`config.mk`:
```
export PLATFORM = sky130hd
export DESIGN_NAME = serial_frame_receiver
export DESIGN_NICKNAME = d
export VERILOG_FILES = /design/src/rtl/serial_frame_receiver.sv
export SDC_FILE = /design/constraint.sdc
export NUM_CORES = 1
export LEC_CHECK = 0
export BUFFER_PORTS_ARGS = -buffer_cell sky130_fd_sc_hd__buf_2
export CAP_MARGIN = 20
export CORE_MARGIN = 2
export CORE_UTILIZATION = 60
export CTS_CLUSTER_DIAMETER = 30
export DETAILED_ROUTE_END_ITERATION = 8
export PLACE_DENSITY = 0.82
export SETUP_SLACK_MARGIN = 0.3
export SLEW_MARGIN = 15
export SYNTH_ARGS = -nofsm -noshare
export SYNTH_HDL_FRONTEND = slang
export SYNTH_SLANG_ARGS = --single-unit
```
`constraint.sdc`:
```
create_clock -name clk -period 2.9 [get_ports clk]
set_input_delay 0.435 -clock clk [delete_from_list [all_inputs] [get_ports clk]]
set_output_delay 0.435 -clock clk [all_outputs]
set_load 0.05 [all_outputs]
```
`src/rtl/serial_frame_receiver.sv`:
```
// serial_frame_receiver
//   Receive side of the serial link. Deserializes start/data/stop frames
//   from a single-bit line that shares the receiver's clock domain.
//   Sampling uses a down-counter that reaches zero at mid-bit. The
//   received word is offered through a one-entry valid/ready holding
//   register. Overrun and framing errors are reported.
//
// Ports
//   clk     clock, rising edge
//   rst     synchronous active-high reset
//   sin     serial line, idles high
//   dout    holding register, the last accepted word
//   dvalid  dout holds an unconsumed word
//   dready  consumer accepts dout on an edge with dvalid && dready
//   ovr     sticky overrun, cleared by the next handshake
//   ferr    one-cycle pulse after a bad stop bit
//   busy    receiver is not idle
//
// State  | meaning
// IDLE   | line idle, waiting for a low level
// START  | counting to the middle of the start bit
// DATA   | sampling W data bits at mid-bit
// STOP   | counting to the middle of the stop bit
// BREAK  | bad stop bit seen, waiting for the line to go high

module serial_frame_receiver #(
  parameter int W            = 8,
  parameter int CLKS_PER_BIT = 4,
  parameter int MSB_FIRST    = 0
) (
  input  logic         clk,
  input  logic         rst,
  input  logic         sin,
  output logic [W-1:0] dout,
  output logic         dvalid,
  input  logic         dready,
  output logic         ovr,
  output logic         ferr,
  output logic         busy
);

  localparam int H  = CLKS_PER_BIT / 2;
  localparam int CW = $clog2(CLKS_PER_BIT + 1);
  localparam int BW = $clog2(W + 1);

  typedef enum logic [2:0] {IDLE, START, DATA, STOP, BREAK} state_t;

  state_t          state_q, state_d;
  logic [CW-1:0]   cnt_q, cnt_d;
  logic [BW-1:0]   bcnt_q, bcnt_d;
  logic [W-1:0]    sh_q, sh_d;
  logic [W-1:0]    dout_q, dout_d;
  logic            dvalid_q, dvalid_d;
  logic            ovr_q, ovr_d;
  logic            ferr_q, ferr_d;
  logic            tick;
  logic            deliver;
  logic            hs;
  logic [W-1:0]    shift_in;

  // tick marks the mid-bit sampling edge of the current bit
  assign tick = (cnt_q == '0);
  assign hs   = dvalid_q && dready;

  assign shift_in = (MSB_FIRST != 0) ? ((sh_q << 1) | W'(sin))
                                     : ((sh_q >> 1) | (W'(sin) << (W - 1)));

  always_comb begin
    state_d  = state_q;
    cnt_d    = cnt_q;
    bcnt_d   = bcnt_q;
    sh_d     = sh_q;
    dout_d   = dout_q;
    dvalid_d = dvalid_q;
    ovr_d    = ovr_q;
    ferr_d   = 1'b0;
    deliver  = 1'b0;

    case (state_q)
      IDLE: begin
        if (!sin) begin
          state_d = START;
          cnt_d   = CW'(H - 1);
        end
      end
      START: begin
        if (tick) begin
          if (sin) begin
            state_d = IDLE;
          end else begin
            state_d = DATA;
            cnt_d   = CW'(CLKS_PER_BIT - 1);
            bcnt_d  = BW'(W - 1);
          end
        end else begin
          cnt_d = cnt_q - CW'(1);
        end
      end
      DATA: begin
        if (tick) begin
          sh_d  = shift_in;
          cnt_d = CW'(CLKS_PER_BIT - 1);
          if (bcnt_q == '0) begin
            state_d = STOP;
          end else begin
            bcnt_d = bcnt_q - BW'(1);
          end
        end else begin
          cnt_d = cnt_q - CW'(1);
        end
      end
      STOP: begin
        if (tick) begin
          if (sin) begin
            deliver = 1'b1;
            state_d = IDLE;
          end else begin
            ferr_d  = 1'b1;
            state_d = BREAK;
          end
        end else begin
          cnt_d = cnt_q - CW'(1);
        end
      end
      BREAK: begin
        if (sin) begin
          state_d = IDLE;
        end
      end
      default: state_d = IDLE;
    endcase

    // A delivery can reuse the slot when the old word is taken on the
    // same edge; otherwise a full slot drops the new word.
    if (deliver && (!dvalid_q || dready)) begin
      dout_d   = sh_q;
      dvalid_d = 1'b1;
    end else if (deliver) begin
      ovr_d = 1'b1;
    end else if (hs) begin
      dvalid_d = 1'b0;
    end
    if (hs) begin
      ovr_d = 1'b0;
    end
  end

  always_ff @(posedge clk) begin
    if (rst) begin
      state_q  <= IDLE;
      cnt_q    <= '0;
      bcnt_q   <= '0;
      sh_q     <= '0;
      dout_q   <= '0;
      dvalid_q <= 1'b0;
      ovr_q    <= 1'b0;
      ferr_q   <= 1'b0;
    end else begin
      state_q  <= state_d;
      cnt_q    <= cnt_d;
      bcnt_q   <= bcnt_d;
      sh_q     <= sh_d;
      dout_q   <= dout_d;
      dvalid_q <= dvalid_d;
      ovr_q    <= ovr_d;
      ferr_q   <= ferr_d;
    end
  end

  assign dout   = dout_q;
  assign dvalid = dvalid_q;
  assign ovr    = ovr_q;
  assign ferr   = ferr_q;
  assign busy   = (state_q != IDLE);

endmodule

```
# [Word level (Yosys, flattened, before mapping)]
# Index checks and enable logic that the tools add are counted.
[word_totals] output_inout_bits=12 ramBits=0 input_bits=4 mem_count=0 latchBits=0 rom_bits=0 wordCells=74 ff_bits=29
[op_classes] n_mux=26 n_shift=0 reduce_logical=19 eq_ne=15 n_lt_le_gt_ge=0 div_mod_pow=0 bitwise_logic=4 n_mul=0 addsub=2
[ops] operator="2-to-1 mux 3 bit" n=11
[ops] operator="!= test 2 bit (second input constant)" n=9
[ops] operator="2-to-1 mux 4 bit" n=4
[ops] operator="one-hot mux 3 bit (5 select lines)" n=1
[ops] operator="one-hot mux 3 bit (4 select lines)" n=1
[ops] operator="OR 7 x 8 -> 8 bit" n=1
[ops] operator="one-hot mux 4 bit (2 select lines)" n=1
[ops] operator="2-to-1 mux 1 bit" n=7
[ops] operator="equality test 3 x 2 -> 1 bit (second input constant)" n=2
[ops] operator="zero test 3 bit" n=2
[ops] operator="AND reduction 2 bit" n=3
[ops] operator="AND reduction 6 bit" n=1
[ops] operator="AND reduction 5 bit" n=1
[ops] operator="zero test 4 bit" n=1
[ops] operator="AND reduction 4 bit" n=1
[ops] operator="nonzero test 2 bit" n=2
[ops] operator="nonzero test 4 bit" n=1
[ops] operator="subtractor 4 x 1 -> 4 bit (second input constant)" n=1
[ops] operator="equality test 3 x 1 -> 1 bit (second input constant)" n=1
[ops] operator="equality test 3 bit (second input constant)" n=1
[ops] operator="!= test 3 bit (second input constant)" n=1
[ops] operator="inverter 1 bit" n=3
[ops] operator="nonzero test 3 bit" n=1
[ops] operator="OR reduction 3 bit" n=1
[ops] operator="7 further kinds" n=8

# [Longest topological paths before layout]
[logic_depth] ltp_word=6 mapped_depth=7 depth_no_buf=6

# [Worst setup path before layout]
# OpenSTA, ideal clock, no wires.
[synth_path] path_type="reg2reg" start="register cnt_q[0]" end="register dout_q[0], in the netlist dout[0]" period_less_slack_ns=1.516 t_arrival_ns=1.389 setup_ns=0.128 required_time_ns=2.772 path_stages_with_launch=8 path_slack_ns=1.384 n_path_buf=1 cell_sequence="dfxtp_1 > inv_1 > ha_1 > nand2b_1 > nor4b_2 > buf_4 > mux2i_1 > nor2_1"
[synth_between] elab_chain_cells=4
[synth_rtl] element="start: declaration" line="49" rtl="logic [CW-1:0] cnt_q, cnt_d;"
[synth_rtl] element="start signal: assignment" line="160" rtl="cnt_q <= cnt_d;"
[synth_rtl] element="zero test 3 bit" line="62" rtl="assign tick = (cnt_q == '0);"
[synth_rtl] element="2-to-1 mux 1 bit" line="113" rtl="if (tick) begin"
[synth_rtl] element="2-to-1 mux 1 bit" line="79" rtl="case (state_q)"
[synth_rtl] element="logical AND 1 bit" line="135" rtl="if (deliver && (!dvalid_q || dready)) begin"
[synth_rtl] element="end signal: assignment" line="163" rtl="dout_q <= dout_d;"
[synth_rtl] element="end: declaration" line="52" rtl="logic [W-1:0] dout_q, dout_d;"
# Every way passes these cells.
# A chain may end at the register's enable or synchronous reset.

# [Worst setup path after layout]
[layout_path] start="register state_q[2]" end="output busy"
[layout_between] elab_chain_cells=1
[layout_rtl] element="start: declaration" line="48" rtl="state_t state_q, state_d;"
[layout_rtl] element="start signal: assignment" line="159" rtl="state_q <= state_d;"
[layout_rtl] element="nonzero test 3 bit" line="174" rtl="assign busy = (state_q != IDLE);"
[layout_rtl] element="end: declaration" line="39" rtl="output logic busy"
# Every way passes these cells.

==> run_results.csv <==
group,metric,value,unit
critical_path,worst_ep_required_time,2.47,ns
critical_path,crit_start,"state_q[2]",
routing,wl_per_cell,13.8,um
timing,fin_crit_sh,68.1,%
pwr,power.total,0.870,mW
critical_path,critPathCaptureType,"primary output",
logic_synthesis,synth.distinct_cells,39,
global_route,grt_max_degree,28,
run,cap_violations,0,
cts,cts_tree,"yes",
global_route,grt_pass1_wl,4.61,mm
logic_synthesis,synth_top_area_share,43.3,%
logic_synthesis,syn_nets,156,
timing,fin_ws,0.924,ns
status,status,"finished, final reports clean",
cts,cts_buffers,5,
critical_path,crit_type,"flop to primary output",
pwr,p_clk_share,32.7,%
timing,fin_skew,0.00707,ns
pwr,ir_drop,0.000436,V
timing,tightest_slew,0.531,ns
floorplan,dieArea,2630,sq um
pwr,p_int,0.607,mW
hold_path,hp-class,"input port to flop",
logic_synthesis,synth_area_leaders,"dfxtp_1, mux2i_1, a21oi_1, nand2_1, nor2_1",
floorplan,coreArea,2170,sq um
critical_path,crit_arrival,1.54,ns
layout,area_growth,10.5,%
routing,antenna_left,0,
timing,drv_slew,0,
layout,final_cells,193,
placed_design,place_hpwl,1.90,mm
logic_synthesis,synth-edff-count,0,
global_route,busiest_layer,"met2",
timing,max_freq,0.506,GHz
routing,drtIter0Drc,28,
critical_path,rr_startpoint,"cnt_q[0]",
logic_synthesis,netlist_instances,149,
cts,clock_latency,0.33,ns
timing,rsz0062_at_grt,"no",
cts,cts_resized,0,
logic_synthesis,syn_area,1340,sq um
timing,hold_viol_final,0,
logic_synthesis,syn_avg_cell_area,8.99,sq um
placed_design,pre_cts_ws,1.15,ns
critical_path,worst_setup_path_start_kind,"flop",
floorplan,die_y,51.3,um
cts,cts_setup_buffers,0,
timing,finalCriticalPeriod,1.98,ns
logic_synthesis,ys_ff_latch,29,
pwr,comb_power_share,17.5,%
global_route,overflow,0,
placed_design,dp_cells,185,
layout,regArea,581,sq um
global_route,grtUsageMet2,38.3,%
global_route,antenna_found_initial,0,
floorplan,die_width,51.3,um
placed_design,gp_congestion,0.941,
routing,viasPerCell,5.67,
logic_synthesis,yosysTopAreaCell,"dfxtp_1",
timing,max-slew-margin-rel,64.6,%
layout,multi_input_area,686,sq um
cts,clkTransAtPathRegs,0.09,ns
placed_design,io_buffers,15,
layout,drive_above_1_share,21.2,%
logic_synthesis,synth_most_common_cell,"dfxtp_1",
layout,n_antenna_cell,0,
layout,fill_cells,190,
pwr,swShare,30.2,%
cts,cts_buffer_depth,2,
logic_synthesis,seq_area_frac_synth,43.3,%
layout,nets,171,
logic_synthesis,ys.flop_type,"dfxtp_1",
routing,drt_wl_total,2.67,mm
global_route,grt_use_met1,27.5,%
routing,vias,1095,
cts,root_buffer,"clkbuf_4",
floorplan,start_util,61.8,%
hold_path,min-delay-start,"dready",
timing,tns,0,ns
logic_synthesis,ys_async_sr_fraction,0,%
global_route,track_usage,24.1,%
logic_synthesis,yosys_warnings,0,
routing,drc,0,
floorplan,rows,17,
cts,clock-sinks,29,
cts,htreeDepth,2,
pwr,p_leak,0.570,nW
floorplan,io_pins,16,
global_route,met3_usage,9.94,%
critical_path,cp_max_fo,14,
pwr,power_frac_seq,49.8,%
logic_synthesis,ys_top_cells_by_count,"dfxtp_1, a21oi_1, nand2_1, nor2_1, mux2i_1",
global_route,grt_pass1_vias,1076,
cts,postCtsHoldBufs,0,
timing,setup_viol,0,
pwr,p_per_area,588,nW/um^2
routing,dr.pass1.iters,4,
pwr,p_sw,0.263,mW
critical path: stages (launching register included):
cell     delay, ns
dfxtp_1       0.67
inv_1         0.19
nand2_1       0.09
buf_2         0.25
registers in the layout (all words and copies together) (netlist names):
name / count
ovr: 1
cnt_q: 3
dout: 8
ferr: 1
bcnt_q: 4
state_q: 3
sh_q: 8
dvalid: 1
path summary, 6_finish.rpt:
check | to | slack (ns) | cells past startpoint
min | ovr | 0.29 | 2
min reg2reg | sh_q[0] | 0.48 | 2
max reg2reg | bcnt_q[2] | 1.11 | 6
max | busy | 0.92 | 3
metal layers:
layer / vias to the layer above / wire (um)
met3: 9 / 137
met1: 503 / 1210
met4: 0 / 60
li1: 553 / -
met5: - / 0
met2: 30 / 1260
power groups by stage:
stage | Combinational [mW] | Sequential, mW | Clock [mW]
final | 0.153 | 0.433 | 0.284
after CTS | 0.152 | 0.432 | 0.292
after global routing | 0.173 | 0.436 | 0.303
after global placement | 0.146 | 0.440 | 0
after detailed placement | 0.152 | 0.441 | 0
after floorplan | 0.134 | 0.431 | 0
cell families (layout without fill, tap and decap cells):
| group | after synthesis | after routing | synth area share [%] |
|---|---|---|---|
| AND/OR/NAND/NOR | 57 | 57 | 23.1 |
| AO/OA/AOI/OAI | 34 | 34 | 17.0 |
| flip-flops | 29 | 29 | 43.3 |
| buffers and inverters | 15 | 31 | 5.51 |
| multiplexers | 11 | 11 | 8.31 |
| adder cells (fa/ha/maj) | 3 | 3 | 2.80 |
placed cells by master, fill, tap and decap left out, types with 2 or more instances in the layout:
master	n
a211oi_1	3
a21oi_1	16
buf_2	15
clkbuf_4	5
clkbuf_8	2
dfxtp_1	29
ha_1	3
inv_1	7
mux2i_1	10
nand2_1	16
nand2b_1	4
nand3_1	8
nor2_1	13
nor3_1	2
nor3b_1	2
nor4_1	3
o21ai_0	3
o21ai_2	2
o221a_2	2
metrics by stage:
stage | hold slack (ns) | util [%] | cell area [sq um]
after global placement | 0.457 | 65.0 | 1410
final | 0.288 | 68.2 | 1480
after global routing | 0.305 | 68.2 | 1480
after detailed placement | 0.469 | 65.0 | 1410
after CTS | 0.277 | 68.2 | 1480
after floorplan | 0.436 | - | 1340
final cells by class:
| type | instances | share of cell area, % |
|---|---|---|
| multi-input combinational | 105 | 46.3 |
| sequential | 29 | 39.2 |
| inverter | 7 | 1.78 |
| timing repair buffer | 16 | 5.58 |
| clock inverter | 1 | 0.338 |
| clock buffer | 7 | 4.40 |
| tap | 28 | 2.37 |
(Power assumes the default switching activity.)
